File: config.mk
export PLATFORM = sky130hd
export DESIGN_NAME = sha256_msg_padder
export DESIGN_NICKNAME = d
export VERILOG_FILES = /design/src/rtl/sha256_pkg.sv /design/src/rtl/sha256_msg_padder.sv
export SDC_FILE = /design/constraint.sdc
export NUM_CORES = 1
export LEC_CHECK = 0
export ABC_AREA = 1
export CORE_MARGIN = 3
export CORE_UTILIZATION = 44
export DETAILED_ROUTE_END_ITERATION = 7
export PLACE_DENSITY_LB_ADDON = 0.1
export SYNTH_ARGS = -nofsm -noshare
export SYNTH_HDL_FRONTEND = slang
export SYNTH_SLANG_ARGS = --single-unit
File: constraint.sdc
create_clock -name clk -period 1.7 [get_ports clk]
set_input_delay 0.17 -clock clk [delete_from_list [all_inputs] [get_ports clk]]
set_output_delay 0.17 -clock clk [all_outputs]
set_load 0.01 [all_outputs]
File: src/rtl/sha256_pkg.sv
// Shared types and constants for the SHA-256 message padder.
package sha256_pkg;

  typedef enum logic [1:0] {
    ST_IDLE,
    ST_FILL,
    ST_PAD,
    ST_EMIT
  } padder_state_t;

  localparam logic [31:0] PAD_MARKER    = 32'h8000_0000;
  localparam int          WORDS_PER_BLK = 16;
  localparam int          BLK_W         = 512;

endpackage

File: src/rtl/sha256_msg_padder.sv
// SHA-256 message padder: gathers 32-bit message words into 16-word blocks,
// appends the 0x80000000 marker, zero fill and the 64-bit bit length, and
// hands complete 512-bit blocks to the compression stage one at a time.
module sha256_msg_padder
  import sha256_pkg::*;
#(
  parameter int LEN_W = 16
) (
  input  logic               clk,
  input  logic               rstn,
  input  logic               start,
  input  logic [LEN_W-1:0]   msg_len,
  input  logic [31:0]        in_data,
  input  logic               in_valid,
  output logic               in_ready,
  output logic [BLK_W-1:0]   blk_data,
  output logic               blk_valid,
  input  logic               blk_ready,
  output logic               blk_last,
  output logic               busy,
  output logic               done
);

  padder_state_t    state_q, state_d;
  logic [3:0]       idx_q, idx_d;
  logic [LEN_W-1:0] rem_q, rem_d;
  logic [LEN_W-1:0] len_q, len_d;
  logic             marker_done_q, marker_done_d;
  // Set when the marker landed at word 14 or 15: the length no longer fits
  // in that block, so the rest of it is zero and an extra block follows.
  logic             marker_late_q, marker_late_d;
  logic             last_q, last_d;
  logic             done_q, done_d;
  logic [31:0]      buf_q [WORDS_PER_BLK];
  logic [31:0]      buf_d [WORDS_PER_BLK];
  logic [63:0]      len_bits;
  logic [31:0]      pad_word;

  assign len_bits = 64'(len_q) << 5;

  // Word written during PAD: marker first, length in the last two slots of
  // the final block, zeros elsewhere.
  always_comb begin
    pad_word = 32'h0;
    if (!marker_done_q) begin
      pad_word = PAD_MARKER;
    end else if (!marker_late_q && idx_q == 4'd14) begin
      pad_word = len_bits[63:32];
    end else if (!marker_late_q && idx_q == 4'd15) begin
      pad_word = len_bits[31:0];
    end
  end

  // Next-state logic for the FSM, counters and block buffer.
  always_comb begin
    state_d       = state_q;
    idx_d         = idx_q;
    rem_d         = rem_q;
    len_d         = len_q;
    marker_done_d = marker_done_q;
    marker_late_d = marker_late_q;
    last_d        = last_q;
    done_d        = 1'b0;
    buf_d         = buf_q;
    case (state_q)
      ST_IDLE: begin
        if (start) begin
          len_d         = msg_len;
          rem_d         = msg_len;
          idx_d         = 4'd0;
          marker_done_d = 1'b0;
          marker_late_d = 1'b0;
          last_d        = 1'b0;
          state_d       = (msg_len != '0) ? ST_FILL : ST_PAD;
        end
      end
      ST_FILL: begin
        if (in_valid) begin
          buf_d[idx_q] = in_data;
          idx_d        = idx_q + 4'd1;
          rem_d        = rem_q - {{(LEN_W-1){1'b0}}, 1'b1};
          if (idx_q == 4'd15) begin
            last_d  = 1'b0;
            state_d = ST_EMIT;
          end else if (rem_q == {{(LEN_W-1){1'b0}}, 1'b1}) begin
            state_d = ST_PAD;
          end
        end
      end
      ST_PAD: begin
        buf_d[idx_q] = pad_word;
        idx_d        = idx_q + 4'd1;
        if (!marker_done_q) begin
          marker_done_d = 1'b1;
          marker_late_d = (idx_q >= 4'd14);
        end
        if (idx_q == 4'd15) begin
          last_d  = marker_done_q && !marker_late_q;
          state_d = ST_EMIT;
        end
      end
      ST_EMIT: begin
        if (blk_ready) begin
          if (last_q) begin
            done_d  = 1'b1;
            state_d = ST_IDLE;
          end else begin
            idx_d         = 4'd0;
            marker_late_d = 1'b0;
            state_d       = (rem_q != '0) ? ST_FILL : ST_PAD;
          end
        end
      end
      default: state_d = ST_IDLE;
    endcase
  end

  // State and datapath registers; reset clears any partial block.
  always_ff @(posedge clk or negedge rstn) begin
    if (!rstn) begin
      state_q       <= ST_IDLE;
      idx_q         <= 4'd0;
      rem_q         <= '0;
      len_q         <= '0;
      marker_done_q <= 1'b0;
      marker_late_q <= 1'b0;
      last_q        <= 1'b0;
      done_q        <= 1'b0;
      buf_q         <= '{default: 32'h0};
    end else begin
      state_q       <= state_d;
      idx_q         <= idx_d;
      rem_q         <= rem_d;
      len_q         <= len_d;
      marker_done_q <= marker_done_d;
      marker_late_q <= marker_late_d;
      last_q        <= last_d;
      done_q        <= done_d;
      buf_q         <= buf_d;
    end
  end

  // Pack the buffer onto the block bus, w0 in the most significant word.
  for (genvar gi = 0; gi < WORDS_PER_BLK; gi++) begin : g_pack
    assign blk_data[BLK_W-1-32*gi -: 32] = buf_q[gi];
  end

  assign in_ready  = (state_q == ST_FILL);
  assign blk_valid = (state_q == ST_EMIT);
  assign blk_last  = (state_q == ST_EMIT) && last_q;
  assign busy      = (state_q != ST_IDLE);
  assign done      = done_q;

endmodule

==> key figures <==
Status
  • Outcome: finished with violations
  • Failing checks: setup timing

Finish
  • Multi-input logic area: 7370 um^2
  • Register area: 13900 um^2
  • Final net count: 3178
  • Fillcell total: 3877
  • Antenna cells: 0
  • Final instance area: 32600 um^2
  • Finished Core Util: 0.666
  • Area Overhead vs Synth: 49.4%
  • Layout cells sized above 1: 0.124
  • Final cell count without fillers: 3825

Setup path
  • Largest delay share family, worst path: buffers and inverters
  • Worst EP required: 2.17 ns
  • Worst Setup Start Kind: flop
  • Reg-to-reg endpoint: blk_data[444]
  • Crit-path slowest cell: dfrtp_1
  • Worst R2R Start: state_q[0]
  • CP cell instances: buf_6 > ha_4 > nand2_4 > o21ai_4 > buf_12 > buf_6 > nor2_4 > inv_4 > clkbuf_16 > nand2_1 > o21ai_0
  • Crit-path most repeated cell: buf_6
  • Critical path's largest stage delay: 0.40 ns
  • R2R Setup Slk: -0.19 ns
  • CP Max Fanout: 17
  • Worst Setup SP: state_q[0]
  • Crit path arrival time: 2.36 ns
  • Critical path type: flop to flop
  • CP bufs+invs: 5
  • Crit end category: flop
  • R2R depth: 11

GRT
  • Largest net degree at the start of global routing: 74
  • GRT overflow: 0
  • GR Util All Layers: 0.294
  • Initial antenna violation count: 0
  • Global-route wire length before repair: 119000 um
  • Vias in the first global route: 19400

Timing
  • Final worst path period need: 1.89 ns
  • Fin. Hold Viols: 0
  • # setup viols final: 679
  • Final Slew Violations: 0
  • Max-slew headroom: 0.739
  • Worst-margin pin slew: 0.391 ns
  • Fmax: 0.529 GHz
  • Final Cycle Share: 1.11
  • Worst Slack Setup Final: -0.190 ns
  • RSZ-0062 raised after global routing: true
  • WHS: 0.0413 ns
  • Clock skew: 0.0166 ns

Yosys
  • Flops & latches, synth: 554
  • Synthesized area: 21800 um^2
  • Sequential share of the synthesized area: 0.635
  • Simple-gate share of the synthesized area: 0.238
  • Post-Synth XOR/XNOR Area: 0.00160
  • Largest family of logic cells by synthesized area: simple AND/OR/NAND/NOR gates
  • Syn_nets: 2509
  • Synth Area in Compound Gates: 0.0726
  • Cells after Synth: 2445
  • Mux cell area share after synthesis: 0
  • Distinct cells, synth: 27
  • Top cell type by total area after synthesis: dfrtp_1
  • Top cell type's share of synthesized area: 0.635
  • Avg Cell Area, Syn: 8.93 um^2
  • Top post-synthesis cells by area: dfrtp_1 63%, nand2_1 22%, o21ai_0 5.7%
  • Adder-Cell Fraction of Synth Area: 0.00630
  • Yosys warnings: 0

Clock network
  • CTS Buf Count: 56
  • TritonCTS clock tree: done
  • Clock Latency Late Sink: 0.61 ns
  • CTS sink cnt: 554
  • Clock root buffer master: clkbuf_16
  • Clock Tree Buf Depth: 3
  • Clock transition at path regs: 0.06 ns
  • H-tree levels: 2

Route
  • First-pass DRT Iterations: 6
  • Routed WL: 80700 um
  • WL/cell: 21.1 um
  • DRT antenna net count: 0
  • First DRT Iteration DRCs: 1837
  • Via count: 19600
  • Via/cell ratio: 5.12
  • DRC: 0

Floorplan
  • Core area: 49000 um^2
  • Die H: 229 um
  • Starting Density: 0.446
  • Num ports: 570
  • Die W: 229 um
  • Cell Rows: 81
  • Die area: 52300 um^2

Placement
  • Placed cells: 3693
  • GPL Wtd Cong: 0.888
  • Area post-placement: 29800 um^2
  • Port bufs: 569
  • HPWL reported at the end of detailed placement: 56100 um

Power
  • Leak pwr: 16.1 nW
  • Worst vdd ir: 0.889 mV
  • Pwr Density: 1500 nW/um^2
  • Final Power: 48.8 mW

Job
  • Total of max-cap violations: 0

Min path
  • Worst hold path type: input pin to async pin
worst reg2reg max path, stage by stage, from the launching register on:
cell       delay [ns]
dfrtp_1          0.40
buf_6            0.15
ha_4             0.19
nand2_4          0.09
o21ai_4          0.09
buf_12           0.16
buf_6            0.13
nor2_4           0.14
inv_4            0.09
clkbuf_16        0.19
nand2_1          0.07
o21ai_0          0.08
registers in the layout, summed over array words and instances (netlist names):
name           flops
blk_data         512
done               1
idx_q              4
last_q             1
len_q             16
marker_done_q      1
marker_late_q      1
rem_q             16
state_q            2
worst max-delay path by stage:
stage / endpoint / slack, ns / cells after the start
after floorplan: blk_data[63] / -0.04 / 10
after CTS: busy / -0.14 / 6
after global placement: blk_data[102] / -0.20 / 10
after detailed placement: blk_data[461] / -0.26 / 8
after global routing: blk_data[335] / -0.23 / 9
final: blk_data[444] / -0.19 / 11
cell families (layout without fill, tap and decap cells):
kind of cell / count (synthesis) / after routing
fa+ha+maj: 11 / 11
simple gates: 1366 / 1366
xor+xnor: 4 / 4
compound gates: 288 / 288
buf+inv: 222 / 938
flops: 554 / 554
cells in the mapped netlist:
cell type	number
o21bai_1	1
nand4_1	5
o21ai_4	10
nor2_1	67
clkinv_1	2
o21ai_0	248
o211ai_1	2
dfrtp_1	554
nand2_1	1262
ha_1	11
o21ai_2	6
buf_2	74
nor2_4	1
inv_1	63
a21oi_1	17
nand2_2	6
inv_2	18
xor2_1	4
a31oi_1	1
o21ai_1	2
o22ai_1	1
nand3_1	15
nand3b_1	1
nor3_1	8
buf_6	11
clkbuf_1	54
nand3_4	1
layout make-up:
cell class	instances	share of cell area
repair buffers	750	0.254
well taps	664	0.0255
flip-flops and latches	554	0.425
clock inverters	23	0.00932
multi-input cells	1669	0.226
inverters	83	0.0110
clock buffers	82	0.0494
layer usage:
metal | track usage | part of all wire | vias to the layer above
met4 | 0.126 | 0.042 | 0
met1 | 0.387 | 0.41 | 9628
met3 | 0.0510 | 0.065 | 165
met2 | 0.483 | 0.49 | 858
li1 | - | - | 8943
met5 | 0 | 0 | -
per-stage QoR:
stage	setup slack (ns)	setup TNS [ns]
CTS	-0.143	-34.15
detailed placement	-0.256	-78.21
global route	-0.234	-93.98
floorplan	-0.0412	-4.25
finish	-0.190	-42.73
global placement	-0.200	-54.38
timing repair:
| action | CTS | global route |
|---|---|---|
| pin swaps | 4 | 12 |
| resized for setup | 83 | 93 |
| gates cloned | 0 | 14 |
| hold endpoints to repair | 370 | 0 |
| setup buffers | 6 | 6 |
| hold buffers | 1 | 0 |
| endpoints found under the setup margin | 981 | 1017 |
layout by cell type, fill, tap and decap left out, types with 3 or more instances in the layout:
cell,n
a21oi_1,14
a21oi_2,3
buf_12,74
buf_4,72
buf_6,24
bufinv_16,7
clkbuf_1,16
clkbuf_16,70
clkbuf_8,9
clkdlybuf4s50_1,560
clkinv_2,13
dfrtp_1,554
dlygate4sd2_1,4
ha_1,3
ha_2,4
ha_4,4
inv_1,56
inv_2,13
inv_4,7
inv_6,7
nand2_1,1232
nand2_2,24
nand2_4,10
nand3_1,15
nand4_1,5
nor2_1,50
nor2_2,7
nor2_4,11
nor3_1,7
o21ai_0,223
o21ai_1,20
o21ai_2,6
o21ai_4,17
xor2_1,4
where the power goes:
part	total [mW]	internal (mW)	switching (mW)
Sequential	17.9	16.0	1.89
Clock	12.9	7.63	5.25
Combinational	18.1	8.46	9.59
(Power assumes the default switching activity.)
